### config.mk
export PLATFORM = sky130hd
export DESIGN_NAME = obi_periph_bridge_flat
export DESIGN_NICKNAME = d
export VERILOG_FILES = /design/src/rtl/obi_bridge_pkg.sv /design/src/rtl/obi_periph_bridge_if.sv /design/src/rtl/obi_bridge_wdt.sv /design/src/rtl/obi_periph_bridge.sv /design/src/flat_wrapper.sv
export SDC_FILE = /design/constraint.sdc
export NUM_CORES = 1
export LEC_CHECK = 0
export BUFFER_PORTS_ARGS = -buffer_cell sky130_fd_sc_hd__buf_2
export CORE_MARGIN = 3
export CORE_UTILIZATION = 41
export CTS_BUF_LIST = sky130_fd_sc_hd__clkbuf_4 sky130_fd_sc_hd__clkbuf_8 sky130_fd_sc_hd__clkbuf_16
export DETAILED_ROUTE_END_ITERATION = 7
export GPL_TIMING_DRIVEN = 0
export PLACE_DENSITY = 0.71
export SLEW_MARGIN = 10
export SYNTH_ARGS = -nofsm -noshare
export SYNTH_HDL_FRONTEND = slang
export SYNTH_SLANG_ARGS = --single-unit
### constraint.sdc
create_clock -name clk_i -period 2.2 [get_ports clk_i]
set_input_delay 0.11 -clock clk_i [delete_from_list [all_inputs] [get_ports clk_i]]
set_output_delay 0.11 -clock clk_i [all_outputs]
set_load 0.02 [all_outputs]
### src/rtl/obi_bridge_pkg.sv
// Shared types for the OBI-to-peripheral bridge: FSM state encoding,
// the default error read pattern and the latched request record.
package obi_bridge_pkg;

    typedef enum logic [1:0] {
        IDLE   = 2'd0,
        ACCESS = 2'd1,
        RESP   = 2'd2
    } state_e;

    localparam logic [31:0] DEFAULT_ERR_RDATA = 32'hDEAD_BEEF;

    typedef struct packed {
        logic [31:0] addr;
        logic        we;
        logic [3:0]  be;
        logic [31:0] wdata;
    } obi_req_t;

endpackage

### src/rtl/obi_periph_bridge_if.sv
// Bus bundle for the bridge: the OBI request/grant/rvalid channel plus the
// ready-handshaked peripheral register bus. slave = bridge side, master = environment side.
interface obi_periph_bridge_if;

    logic        obi_req_i;
    logic        obi_gnt_o;
    logic [31:0] obi_addr_i;
    logic        obi_we_i;
    logic [3:0]  obi_be_i;
    logic [31:0] obi_wdata_i;
    logic        obi_rvalid_o;
    logic [31:0] obi_rdata_o;

    logic        pbus_req_o;
    logic [31:0] pbus_addr_o;
    logic        pbus_we_o;
    logic [3:0]  pbus_be_o;
    logic [31:0] pbus_wdata_o;
    logic        pbus_ready_i;
    logic [31:0] pbus_rdata_i;

    modport slave (
        input  obi_req_i, obi_addr_i, obi_we_i, obi_be_i, obi_wdata_i,
        input  pbus_ready_i, pbus_rdata_i,
        output obi_gnt_o, obi_rvalid_o, obi_rdata_o,
        output pbus_req_o, pbus_addr_o, pbus_we_o, pbus_be_o, pbus_wdata_o
    );

    modport master (
        output obi_req_i, obi_addr_i, obi_we_i, obi_be_i, obi_wdata_i,
        output pbus_ready_i, pbus_rdata_i,
        input  obi_gnt_o, obi_rvalid_o, obi_rdata_o,
        input  pbus_req_o, pbus_addr_o, pbus_we_o, pbus_be_o, pbus_wdata_o
    );

endinterface

### src/rtl/obi_bridge_wdt.sv
// Peripheral access watchdog: counts ACCESS cycles without ready and flags
// expiry during the TIMEOUT_CYCLES-th such cycle.
module obi_bridge_wdt #(
    parameter int unsigned TIMEOUT_CYCLES = 16
) (
    input  logic clk_i,
    input  logic rst_ni,
    input  logic start_i,
    input  logic active_i,
    input  logic ready_i,
    output logic expire_o
);

    localparam logic [15:0] LAST_COUNT = 16'(TIMEOUT_CYCLES - 1);

    logic [15:0] cnt_q;

    // cnt_q holds the number of waited cycles already completed, so the
    // current cycle is the last allowed one when it equals TIMEOUT_CYCLES-1.
    assign expire_o = active_i && !ready_i && (cnt_q == LAST_COUNT);

    always_ff @(posedge clk_i or negedge rst_ni) begin
        if (!rst_ni) begin
            cnt_q <= '0;
        end else if (start_i) begin
            cnt_q <= '0;
        end else if (active_i && !ready_i && !expire_o) begin
            cnt_q <= cnt_q + 16'd1;
        end
    end

endmodule

### src/rtl/obi_periph_bridge.sv
// OBI subordinate that turns each granted transaction into one peripheral bus
// access. Optional access watchdog: define OBI_BRIDGE_TIMEOUT_EN.
module obi_periph_bridge
    import obi_bridge_pkg::*;
#(
    parameter logic [31:0] BASE_ADDR      = 32'h1000_0000,
    parameter logic [31:0] END_ADDR       = 32'h1000_1FFF,
    parameter logic [31:0] ERR_RDATA      = DEFAULT_ERR_RDATA,
    parameter int unsigned TIMEOUT_CYCLES = 16
) (
    input  logic                clk_i,
    input  logic                rst_ni,
    obi_periph_bridge_if.slave  bus,
    output logic                bad_access_o
);

    if (TIMEOUT_CYCLES == 0 || TIMEOUT_CYCLES > 65535) begin : g_bad_timeout
        $error("obi_periph_bridge: TIMEOUT_CYCLES must be 1..65535");
    end

    state_e      state_q, state_d;
    obi_req_t    req_q;
    logic [31:0] rdata_q;
    logic        bad_q;
    logic        in_range;
    logic        handshake;
    logic        wdt_expire;

    assign in_range  = (bus.obi_addr_i >= BASE_ADDR) && (bus.obi_addr_i <= END_ADDR);
    assign handshake = bus.obi_req_i && (state_q != ACCESS);

`ifdef OBI_BRIDGE_TIMEOUT_EN
    obi_bridge_wdt #(
        .TIMEOUT_CYCLES (TIMEOUT_CYCLES)
    ) u_wdt (
        .clk_i    (clk_i),
        .rst_ni   (rst_ni),
        .start_i  (handshake && in_range),
        .active_i (state_q == ACCESS),
        .ready_i  (bus.pbus_ready_i),
        .expire_o (wdt_expire)
    );
`else
    assign wdt_expire = 1'b0;
`endif

    // NOTE: sequential state uses non-blocking assignments so every flop
    // samples pre-edge values regardless of process ordering.
    always_ff @(posedge clk_i or negedge rst_ni) begin
        if (!rst_ni) begin
            state_q <= IDLE;
        end else begin
            state_q <= state_d;
        end
    end

    always_comb begin
        // NOTE: default assignment first so no path leaves state_d unassigned,
        // which would otherwise infer a latch.
        state_d = state_q;
        unique case (state_q)
            IDLE, RESP: begin
                if (bus.obi_req_i) begin
                    state_d = in_range ? ACCESS : RESP;
                end else begin
                    state_d = IDLE;
                end
            end
            ACCESS: begin
                if (bus.pbus_ready_i || wdt_expire) begin
                    state_d = RESP;
                end
            end
            default: state_d = IDLE;
        endcase
    end

    // Grant is gated by rst_ni so it drops the instant reset is asserted.
    always_comb begin
        bus.obi_gnt_o    = 1'b0;
        bus.obi_rvalid_o = 1'b0;
        bus.pbus_req_o   = 1'b0;
        bus.pbus_addr_o  = '0;
        bus.pbus_we_o    = 1'b0;
        bus.pbus_be_o    = '0;
        bus.pbus_wdata_o = '0;
        unique case (state_q)
            IDLE: begin
                bus.obi_gnt_o = bus.obi_req_i && rst_ni;
            end
            RESP: begin
                bus.obi_gnt_o    = bus.obi_req_i && rst_ni;
                bus.obi_rvalid_o = 1'b1;
            end
            ACCESS: begin
                bus.pbus_req_o   = 1'b1;
                bus.pbus_addr_o  = req_q.addr - BASE_ADDR;
                bus.pbus_we_o    = req_q.we;
                bus.pbus_be_o    = req_q.be;
                bus.pbus_wdata_o = req_q.wdata;
            end
            default: ;
        endcase
    end

    // NOTE: the request latch is reset along with the control state; it is a
    // handful of flops, and a defined value keeps pbus_* deterministic.
    always_ff @(posedge clk_i or negedge rst_ni) begin
        if (!rst_ni) begin
            req_q   <= '0;
            rdata_q <= '0;
            bad_q   <= 1'b0;
        end else begin
            bad_q <= 1'b0;
            if (handshake) begin
                req_q <= '{addr:  bus.obi_addr_i,
                           we:    bus.obi_we_i,
                           be:    bus.obi_be_i,
                           wdata: bus.obi_wdata_i};
                if (!in_range) begin
                    rdata_q <= bus.obi_we_i ? '0 : ERR_RDATA;
                    bad_q   <= 1'b1;
                end
            end else if (state_q == ACCESS) begin
                // Ready takes priority over a coincident watchdog expiry.
                if (bus.pbus_ready_i) begin
                    rdata_q <= req_q.we ? '0 : bus.pbus_rdata_i;
                end else if (wdt_expire) begin
                    rdata_q <= req_q.we ? '0 : ERR_RDATA;
                    bad_q   <= 1'b1;
                end
            end
        end
    end

    assign bus.obi_rdata_o = rdata_q;
    assign bad_access_o    = bad_q;

endmodule

### src/flat_wrapper.sv
// flat-port wrapper written by rule: the top's interface ports become plain ports
module obi_periph_bridge_flat import obi_bridge_pkg::*;
#(
    parameter logic [31:0] BASE_ADDR      = 32'h1000_0000,
    parameter logic [31:0] END_ADDR       = 32'h1000_1FFF,
    parameter logic [31:0] ERR_RDATA      = DEFAULT_ERR_RDATA,
    parameter int unsigned TIMEOUT_CYCLES = 16
)
  (clk_i, rst_ni, bad_access_o, bus_obi_req_i, bus_obi_addr_i, bus_obi_we_i, bus_obi_be_i, bus_obi_wdata_i, bus_pbus_ready_i, bus_pbus_rdata_i, bus_obi_gnt_o, bus_obi_rvalid_o, bus_obi_rdata_o, bus_pbus_req_o, bus_pbus_addr_o, bus_pbus_we_o, bus_pbus_be_o, bus_pbus_wdata_o);
  obi_periph_bridge_if bus_i ();
  input  logic clk_i;
  input  logic rst_ni;
  output logic bad_access_o;
  input wire logic [$bits(bus_i.obi_req_i)-1:0] bus_obi_req_i;
  input wire logic [$bits(bus_i.obi_addr_i)-1:0] bus_obi_addr_i;
  input wire logic [$bits(bus_i.obi_we_i)-1:0] bus_obi_we_i;
  input wire logic [$bits(bus_i.obi_be_i)-1:0] bus_obi_be_i;
  input wire logic [$bits(bus_i.obi_wdata_i)-1:0] bus_obi_wdata_i;
  input wire logic [$bits(bus_i.pbus_ready_i)-1:0] bus_pbus_ready_i;
  input wire logic [$bits(bus_i.pbus_rdata_i)-1:0] bus_pbus_rdata_i;
  output wire logic [$bits(bus_i.obi_gnt_o)-1:0] bus_obi_gnt_o;
  output wire logic [$bits(bus_i.obi_rvalid_o)-1:0] bus_obi_rvalid_o;
  output wire logic [$bits(bus_i.obi_rdata_o)-1:0] bus_obi_rdata_o;
  output wire logic [$bits(bus_i.pbus_req_o)-1:0] bus_pbus_req_o;
  output wire logic [$bits(bus_i.pbus_addr_o)-1:0] bus_pbus_addr_o;
  output wire logic [$bits(bus_i.pbus_we_o)-1:0] bus_pbus_we_o;
  output wire logic [$bits(bus_i.pbus_be_o)-1:0] bus_pbus_be_o;
  output wire logic [$bits(bus_i.pbus_wdata_o)-1:0] bus_pbus_wdata_o;
  assign bus_i.obi_req_i = bus_obi_req_i;
  assign bus_i.obi_addr_i = bus_obi_addr_i;
  assign bus_i.obi_we_i = bus_obi_we_i;
  assign bus_i.obi_be_i = bus_obi_be_i;
  assign bus_i.obi_wdata_i = bus_obi_wdata_i;
  assign bus_i.pbus_ready_i = bus_pbus_ready_i;
  assign bus_i.pbus_rdata_i = bus_pbus_rdata_i;
  assign bus_obi_gnt_o = bus_i.obi_gnt_o;
  assign bus_obi_rvalid_o = bus_i.obi_rvalid_o;
  assign bus_obi_rdata_o = bus_i.obi_rdata_o;
  assign bus_pbus_req_o = bus_i.pbus_req_o;
  assign bus_pbus_addr_o = bus_i.pbus_addr_o;
  assign bus_pbus_we_o = bus_i.pbus_we_o;
  assign bus_pbus_be_o = bus_i.pbus_be_o;
  assign bus_pbus_wdata_o = bus_i.pbus_wdata_o;
  obi_periph_bridge #(.BASE_ADDR(BASE_ADDR), .END_ADDR(END_ADDR), .ERR_RDATA(ERR_RDATA), .TIMEOUT_CYCLES(TIMEOUT_CYCLES)) u_core (.clk_i(clk_i), .rst_ni(rst_ni), .bus(bus_i), .bad_access_o(bad_access_o));
endmodule
==> results of run 1 <==
logic make-up after synthesis:
logic type,share of synthesized area [%]
compound gates,11.8
xor+xnor,0.371
fa+ha+maj,0.265
buf+inv,3.76
flops,55.1
mux,16.4
simple gates,12.3
critical path, cell delays in order (launching register included):
cell	delay, ps
sky130_fd_sc_hd__dfrtp_1	380
sky130_fd_sc_hd__nand2b_1	130
sky130_fd_sc_hd__buf_2	170
sky130_fd_sc_hd__inv_2	120
sky130_fd_sc_hd__buf_4	190
sky130_fd_sc_hd__clkbuf_2	220
sky130_fd_sc_hd__and2_1	160
sky130_fd_sc_hd__buf_2	170
routing by layer:
| layer | vias up | wire, µm |
|---|---|---|
| met5 | - | 0 |
| met2 | 135 | 6580 |
| li1 | 1827 | - |
| met1 | 1825 | 5310 |
| met4 | 0 | 375 |
| met3 | 26 | 733 |
where the power goes:
part           switching (W)  total [W]  internal (W)  leakage [nW]
registers          0.0000940    0.00218       0.00209          1.22
clock network       0.000685    0.00157      0.000889         0.142
logic               0.000296   0.000668      0.000372          1.96
final timing paths:
path,startpoint,endpoint,slack (ps)
setup / recovery,u_core.state_q[1],bus_pbus_wdata_o[13],200
max in group asynchronous,rst_ni,u_core.bus.obi_rdata_o[8],1360
min in group asynchronous,rst_ni,u_core.req_q[45],160
hold / removal,bus_obi_wdata_i[0],u_core.req_q[0],9
hold reg to reg,u_core.req_q[29],u_core.req_q[29],500
setup reg to reg,u_core.state_q[1],u_core.bus.obi_rdata_o[4],250
through the flow:
step | total power, W | worst slack (ps)
5_1_grt | 0.00463 | 9.95
3_5_place_dp | 0.00283 | 34.2
2_1_floorplan | 0.00255 | 592
4_1_cts | 0.00447 | 78.0
6_report | 0.00442 | 203
3_3_place_gp | 0.00279 | -279
state kept, by name, summed over array words and instances, names as in the netlist:
name / cells
u_core.req_q: 69
u_core.bus.obi_rdata_o: 32
u_core.state_q: 2
u_core.bad_access_o: 1
what timing repair did:
action	in CTS	in global routing
gates resized for setup	6	5
setup endpoints to repair	40	38
endpoints found under the hold margin	151	0
hold buffers	48	0
cell type report:
cell class	count	area [µm²]	share of cell area, %
Inverter	11	41.3	0.610
Timing Repair Buffer	258	1560	23.0
Clock buffer	10	233	3.44
Buffer	26	148	2.18
Sequential cell	104	2600	38.4
Multi-Input combinational cell	228	1950	28.8
Clock inverter	6	60.1	0.887
Tap cell	140	175	2.59
Antenna cell	1	2.50	0.0369
synth_stat cells (2+ instances only):
master / instances
sky130_fd_sc_hd__and2_1: 67
sky130_fd_sc_hd__nor3_1: 3
sky130_fd_sc_hd__dfrtp_1: 104
sky130_fd_sc_hd__nor4b_1: 2
sky130_fd_sc_hd__xnor2_1: 2
sky130_fd_sc_hd__mux2_2: 69
sky130_fd_sc_hd__a2bb2oi_1: 4
sky130_fd_sc_hd__buf_2: 10
sky130_fd_sc_hd__clkbuf_1: 11
sky130_fd_sc_hd__nand2_1: 3
sky130_fd_sc_hd__a21oi_1: 25
sky130_fd_sc_hd__nor2b_1: 2
sky130_fd_sc_hd__buf_6: 3
sky130_fd_sc_hd__a2bb2oi_2: 20
sky130_fd_sc_hd__nor4_1: 4
sky130_fd_sc_hd__nor2_1: 7
sky130_fd_sc_hd__o2bb2ai_1: 9
sky130_fd_sc_hd__inv_1: 11
==> results.md, run 1 <==
Outcome:
- The flow ran to the end, and the final reports show no timing, DRC or antenna violations.

Timing:
- Headroom to the max-slew limit came out at 65.6%.
- The pin slew with the least headroom to its limit is about 500 ps.
- The final-report setup violation count is 0.
- The clock arrives with between 3 and 4 ps of skew.
- The hold violation total from the final report is 0.
- The final hold slack is 8.95 ps.
- The worst path needs 2000 ps of the cycle, external delays included.
- Dividing the final minimum period by the clock period gives 90.8%.
- The final number of max-transition violations came to 0.
- The setup total negative slack is 0 ps.
- Static timing analysis puts the maximum clock frequency at 501 MHz.
- Setup repair after global routing left no endpoint under its margin.

Die:
- The die covers between 0.01 and 0.015 mm².
- The cell row count is 38.
- The floorplan die height is 113 µm.
- The number of placed I/O pins is 210.
- The placeable core region is 0.0110 mm².
- The starting utilization of the core area is between 40% and 50%.
- The width of the die is 113 µm.

Clock network:
- The number of H-tree levels is 3.
- The clock latency reported for the late side of the worst-skew pair is 340 ps.
- The tree built by TritonCTS fans out to 104 sinks.
- The number of buffers added by the clock tree synthesis step is 9.
- The buffer count from post-CTS setup fixing is 0.
- The TritonCTS clock tree is done.
- After clock tree synthesis, the clock-pin slew on the worst setup and hold paths is 70 ps.
- The number of buffers on the longest clock path is 2.
- In this run the clock root is driven by a sky130_fd_sc_hd__clkbuf_16.

Synth:
- In this run, synthesis inferred 0 flip-flops with an integrated enable.
- Sequential cells were found to cover 55.1% of the synthesized design area.
- Counting flops and latches in the post-synthesis netlist gives 104.
- Summing every instance area after synthesis gives between 0.004 and 0.005 mm².
- The count of warnings emitted by yosys is 0.
- The largest total area in the synthesized netlist belongs to sky130_fd_sc_hd__dfrtp_1.
- By area the synthesized netlist is led by sky130_fd_sc_hd__dfrtp_1, sky130_fd_sc_hd__mux2_2, sky130_fd_sc_hd__and2_1.
- The mean post-synth cell area is between 10 and 15 µm².
- The number of nets handed over by synthesis was 475.
- The proportion of register bits with asynchronous set or reset after synthesis is 100%.
- Among all flip-flop cells after synthesis, the most frequent one is sky130_fd_sc_hd__dfrtp_1.
- The gate count of the mapped netlist is 369.
- The area share of the largest cell type after synthesis is about 55%.
- In this run, distinct cell masters in the synthesized netlist total 31.

Placed design:
- The routability congestion estimate is about 0.8.
- The count of buffers added on input and output ports is 209.
- The cell area after placement is 0.00598 mm².
- The cell total after placement is 719.
- Detailed placement ended at an HPWL of just over 9000 µm.

Route:
- The detailed router finished its first iteration with between 100 and 150 violations.
- The number of detailed-route iterations in the first pass is 6.
- Dividing the detail-routed via count by the number of cells gives about 4.9.
- Summed over all layers, the routed wires come to 13000 µm.
- For this block, the via count after detailed routing is 3813.
- Dividing the detail-routed wire length by the instance count gives between 15 and 20 µm.
- The DRC violations left is 0.
- Once detail routing completed, the nets flagged for antenna violations numbered 0.

Global routing:
- The global route total overflow is 0.
- For this run, global-route usage on met3 was measured as 3.82%.
- For this run, global-route usage on met1 was measured as approximately a quarter.
- The initial antenna violation count is 0.
- The first global-routing pass estimated 20500 µm of wire.
- The largest net degree at the start of global routing is 90.
- The number of global-route vias before repair is 4098.
- For this run, global-route usage on met2 was measured as a little over a third.
- The most heavily used metal layer in global routing is met2.
- The total global-route track usage is 20.3%.

Critical path:
- The arrival time of data at the critical path endpoint is approximately 1900 ps.
- The required time reported for the critical path endpoint is 2090 ps.
- By startpoint and endpoint, the worst setup path is classified as reg2out.
- The cell count of the worst reg-to-reg path is 6.
- The type of destination of the critical path is an output port.
- The largest fanout on the critical path is 10.
- The nature of the critical path startpoint is a flip-flop.

Min path:
- The number of cells traversed by the worst hold path is 2.
- The class of the tightest hold or removal check is in2reg.

Layout:
- Cells with a size suffix above 1 make up 52.4% of the layout.
- The total non-filler cell area in the finished layout is 0.00677 mm².
- Fill cells in the final layout number 915.
- The final core utilization is 61.4%.
- The commonest non-fill, non-tap cell in the layout is sky130_fd_sc_hd__buf_2.
- The top cell types in the final layout, fill and taps aside, are sky130_fd_sc_hd__buf_2, sky130_fd_sc_hd__dfrtp_1, sky130_fd_sc_hd__mux2_2, sky130_fd_sc_hd__and2_1, sky130_fd_sc_hd__dlygate4sd3_1.
- The number of nets in the finished design is 744.
- The layout overhead on the synthesized area is 43.3%.
- The non-filler instance count after layout is 784.

Power and ir drop:
- The total power divided by cell area is 653 mW/mm².
- IR analysis of the VDD net gives a maximum drop of 0.414 mV.
- The leakage power total is about 3.3 nW.

Job:
- The tool flagged a number of max-cap violations equal to 0.
No activity file was read; power rests on OpenSTA's default activity.
==> run 2: changes to the inputs <==
HOLD_SLACK_MARGIN = 0.1   (was unset)
==> results.md, run 2 (synthesized netlist as in run 1, its figures left out) <==
Global routing:
- Global routing used 21.9% of the available tracks.
- The first global-routing pass estimated 22200 µm of wire.
- For this run the aggregate overflow at the end of global routing stands at 0.
- Entering global routing, the biggest net connects 90 pins.
- The initial antenna violation count is 0.
- The number of global-route vias before repair came to 4428.

Placed design:
- The HPWL after detailed placement is just over 9000 µm.
- In this run the tool buffered the top-level ports with 209 buffer cells.
- The placed instances occupy a cell area of ~0.006 mm².
- The routability congestion estimate is between 0.8 and 0.9.

Layout:
- The commonest non-fill, non-tap cell in the layout is sky130_fd_sc_hd__buf_2.
- The post-route netlist has 48.4% of its cells at a drive strength greater than 1.
- Fill cells in the final layout number 828.
- The total non-filler cell area in the finished layout is 0.00733 mm².
- The layout overhead on the synthesized area is 55.0%.
- Summing all multi-input logic gate instances after layout gives 0.00196 mm².
- The number of nets in the finished design is 799.
- The number of antenna diodes is 0.
- More flip-flops sit in one register than any other, and that register is u_core.req_q.
- The area used by sequential logic in the layout is 0.00260 mm².
- The number of flip-flops under the largest register name is a little under 70.
- In the layout the commonest cells are sky130_fd_sc_hd__buf_2, sky130_fd_sc_hd__dfrtp_1, sky130_fd_sc_hd__dlygate4sd3_1, sky130_fd_sc_hd__mux2_2, sky130_fd_sc_hd__and2_1.

Timing:
- The final hold slack is 162 ps.
- Setup repair after global routing left no endpoint under its margin.
- The final number of max-transition violations came to 0.
- Of the available clock period, the critical path in the final layout requires 91.3%.
- The setup skew after layout is 5.32 ps.
- The hold violation total from the final report is 0.
- The final-report setup violation count is 0.
- The maximum clock rate is roughly 500 MHz.
- The worst path in the final design needs a cycle of 2010 ps, including I/O delays and setup.
- The pin slew with the least headroom to its limit is 552 ps.
- The worst pin sits at a relative slew slack of ~63%.
- After routing, the total negative slack on setup checks comes to 0 ps.

Die:
- Row generation in the floorplan step produced 38 rows.
- 210 I/O pins were placed.
- In this run the horizontal extent of the chip is around 110 µm.
- The core region is between 0.01 and 0.015 mm².
- The floorplan die height is ~110 µm.
- For this configuration, the core starts out at a cell density of 42.9%.
- The total die area is 0.0129 mm².

Power and ir drop:
- The leakage power total is 3.55 nW.
- Net switching is between 20% and 30% of the power.
- Power spread over the standard cell area amounts to 616 mW/mm².
- The clock network accounts for 34.8% of the total power.
- The share of total power dissipated in combinational logic is between 10% and 20%.
- The share of total power in sequential cells is 48.5%.
- Across the VDD grid, the largest voltage drop is 0.425 mV.
- The internal power of the cells totals 0.00341 W.
- The power spent charging and discharging nets is 0.00110 W.

Route:
- The number of detailed-route iterations in the first pass is 4.
- The detailed-routed wire length on met3 is 709 µm.
- The violation count after the first detailed-route iteration is 156.
- After detailed routing, the average wire length per cell comes to 16.7 µm.
- The detailed-route via count is 4073.
- The routed metal-1 wire length is about 5600 µm.
- The highest metal layer used by the detailed router is met4.
- The average vias per placed instance is 4.86.
- The routed length on met2 is 7200 µm.
- Once detail routing completed, the nets flagged for antenna violations numbered 0.
- After detailed routing, the total wire length is ~14000 µm.
- The DRC violations left is 0.

Clock network:
- The TritonCTS clock tree is done.
- The number of buffers added by the clock tree synthesis step is 9.
- For this design, the sink count on the clock tree is 104.
- Once the clock tree was built, the setup fixing pass inserted 0 buffers.
- The clock latency reported for the late side of the worst-skew pair is 340 ps.
- Clock-pin slew was measured on the worst setup and hold paths at 70 ps.
- The H-tree was split into 3 levels.
- The master cell of the clock root buffer is sky130_fd_sc_hd__clkbuf_16.
- The number of buffers on the longest clock path is 2.

Critical path:
- The critical path class is reg2out.
- Data arrives at the worst endpoint at 1900 ps.
- STA classifies the critical path endpoint as an output port.
- The worst setup path is launched from a flip-flop.
- Of all nets on the critical path, the largest fanout is 10.
- STA puts the critical path data required time at 2090 ps.

Job:
- The number of violations of the max-capacitance limit is 0.

Outcome:
- The run finished with clean final reports.

Min path:
- In this run the worst hold path is classified as in2async.
==> run 2: cell types whose count changed in the layout (fill, tap and decap cells not counted), sizes merged <==
| cell | before | now |
|---|---|---|
| buf | 226 | 225 |
| diode | 1 | 0 |
| dlygate4sd3 | 48 | 103 |
| clkbuf | 20 | 21 |
==> run 2: final timing paths <==
| path | startpoint | endpoint | slack (ps) | depth (start not counted) |
|---|---|---|---|---|
| min | rst_ni | u_core.req_q[45] | 160 | 2 |
| max | u_core.state_q[1] | bus_pbus_addr_o[13] | 190 | 7 |
| min reg2reg | u_core.req_q[29] | u_core.req_q[29] | 500 | 1 |
| min in group clk_i | bus_obi_req_i | u_core.state_q[0] | 210 | 3 |
| max in group asynchronous | rst_ni | u_core.bus.obi_rdata_o[20] | 1360 | 3 |
| max reg2reg | u_core.state_q[1] | u_core.bus.obi_rdata_o[26] | 280 | 6 |
==> run 2: critical path: stages, from the launching register on <==
cell and delay, ps:
sky130_fd_sc_hd__dfrtp_1 380, sky130_fd_sc_hd__nand2b_1 130, sky130_fd_sc_hd__buf_2 180, sky130_fd_sc_hd__inv_2 120
sky130_fd_sc_hd__buf_4 190, sky130_fd_sc_hd__clkbuf_2 230, sky130_fd_sc_hd__and2_1 160, sky130_fd_sc_hd__buf_2 160
==> run 2: what timing repair did <==
item | in CTS | in global routing
endpoints found under the hold margin | 207 | 0
endpoints found under the setup margin | 40 | 40
pin swaps | 0 | 0
hold buffers | 103 | 0
gates resized for setup | 6 | 5
==> run 2: area by class of cell <==
cell class | count | share of cell area (%)
sequential | 104 | 35.5
timing repair buffer | 313 | 28.8
multi-input combinational | 228 | 26.7
clock buffer | 10 | 3.18
tap | 140 | 2.39
buffer | 26 | 2.02
clock inverter | 6 | 0.820
inverter | 11 | 0.564
==> run 2: metrics by stage <==
step | utilization [%] | total power [W] | std cells | setup WS (ps)
after floorplan | - | 0.00255 | 369 | 592
after global placement | 53.9 | 0.00279 | 718 | -279
after detailed placement | 54.2 | 0.00283 | 719 | 34.2
after CTS | 66.3 | 0.00455 | 838 | 78.0
after global routing | 66.4 | 0.00472 | 838 | 21.5
final | 66.4 | 0.00451 | 838 | 192
==> run 2: layer usage <==
metal,global-route usage (%),vias to the layer above
li1,-,1932
met1,25.7,1953
met2,39.2,154
met3,3.77,34
met4,10.0,0
met5,0,-
==> run 2: power groups by stage <==
| stage | logic (W) | clock network [W] | registers [W] |
|---|---|---|---|
| after floorplan | 0.000299 | 0 | 0.00225 |
| after global placement | 0.000582 | 0 | 0.00220 |
| after detailed placement | 0.000608 | 0 | 0.00222 |
| after CTS | 0.000751 | 0.00162 | 0.00218 |
| after global routing | 0.000817 | 0.00169 | 0.00221 |
| final | 0.000755 | 0.00157 | 0.00219 |
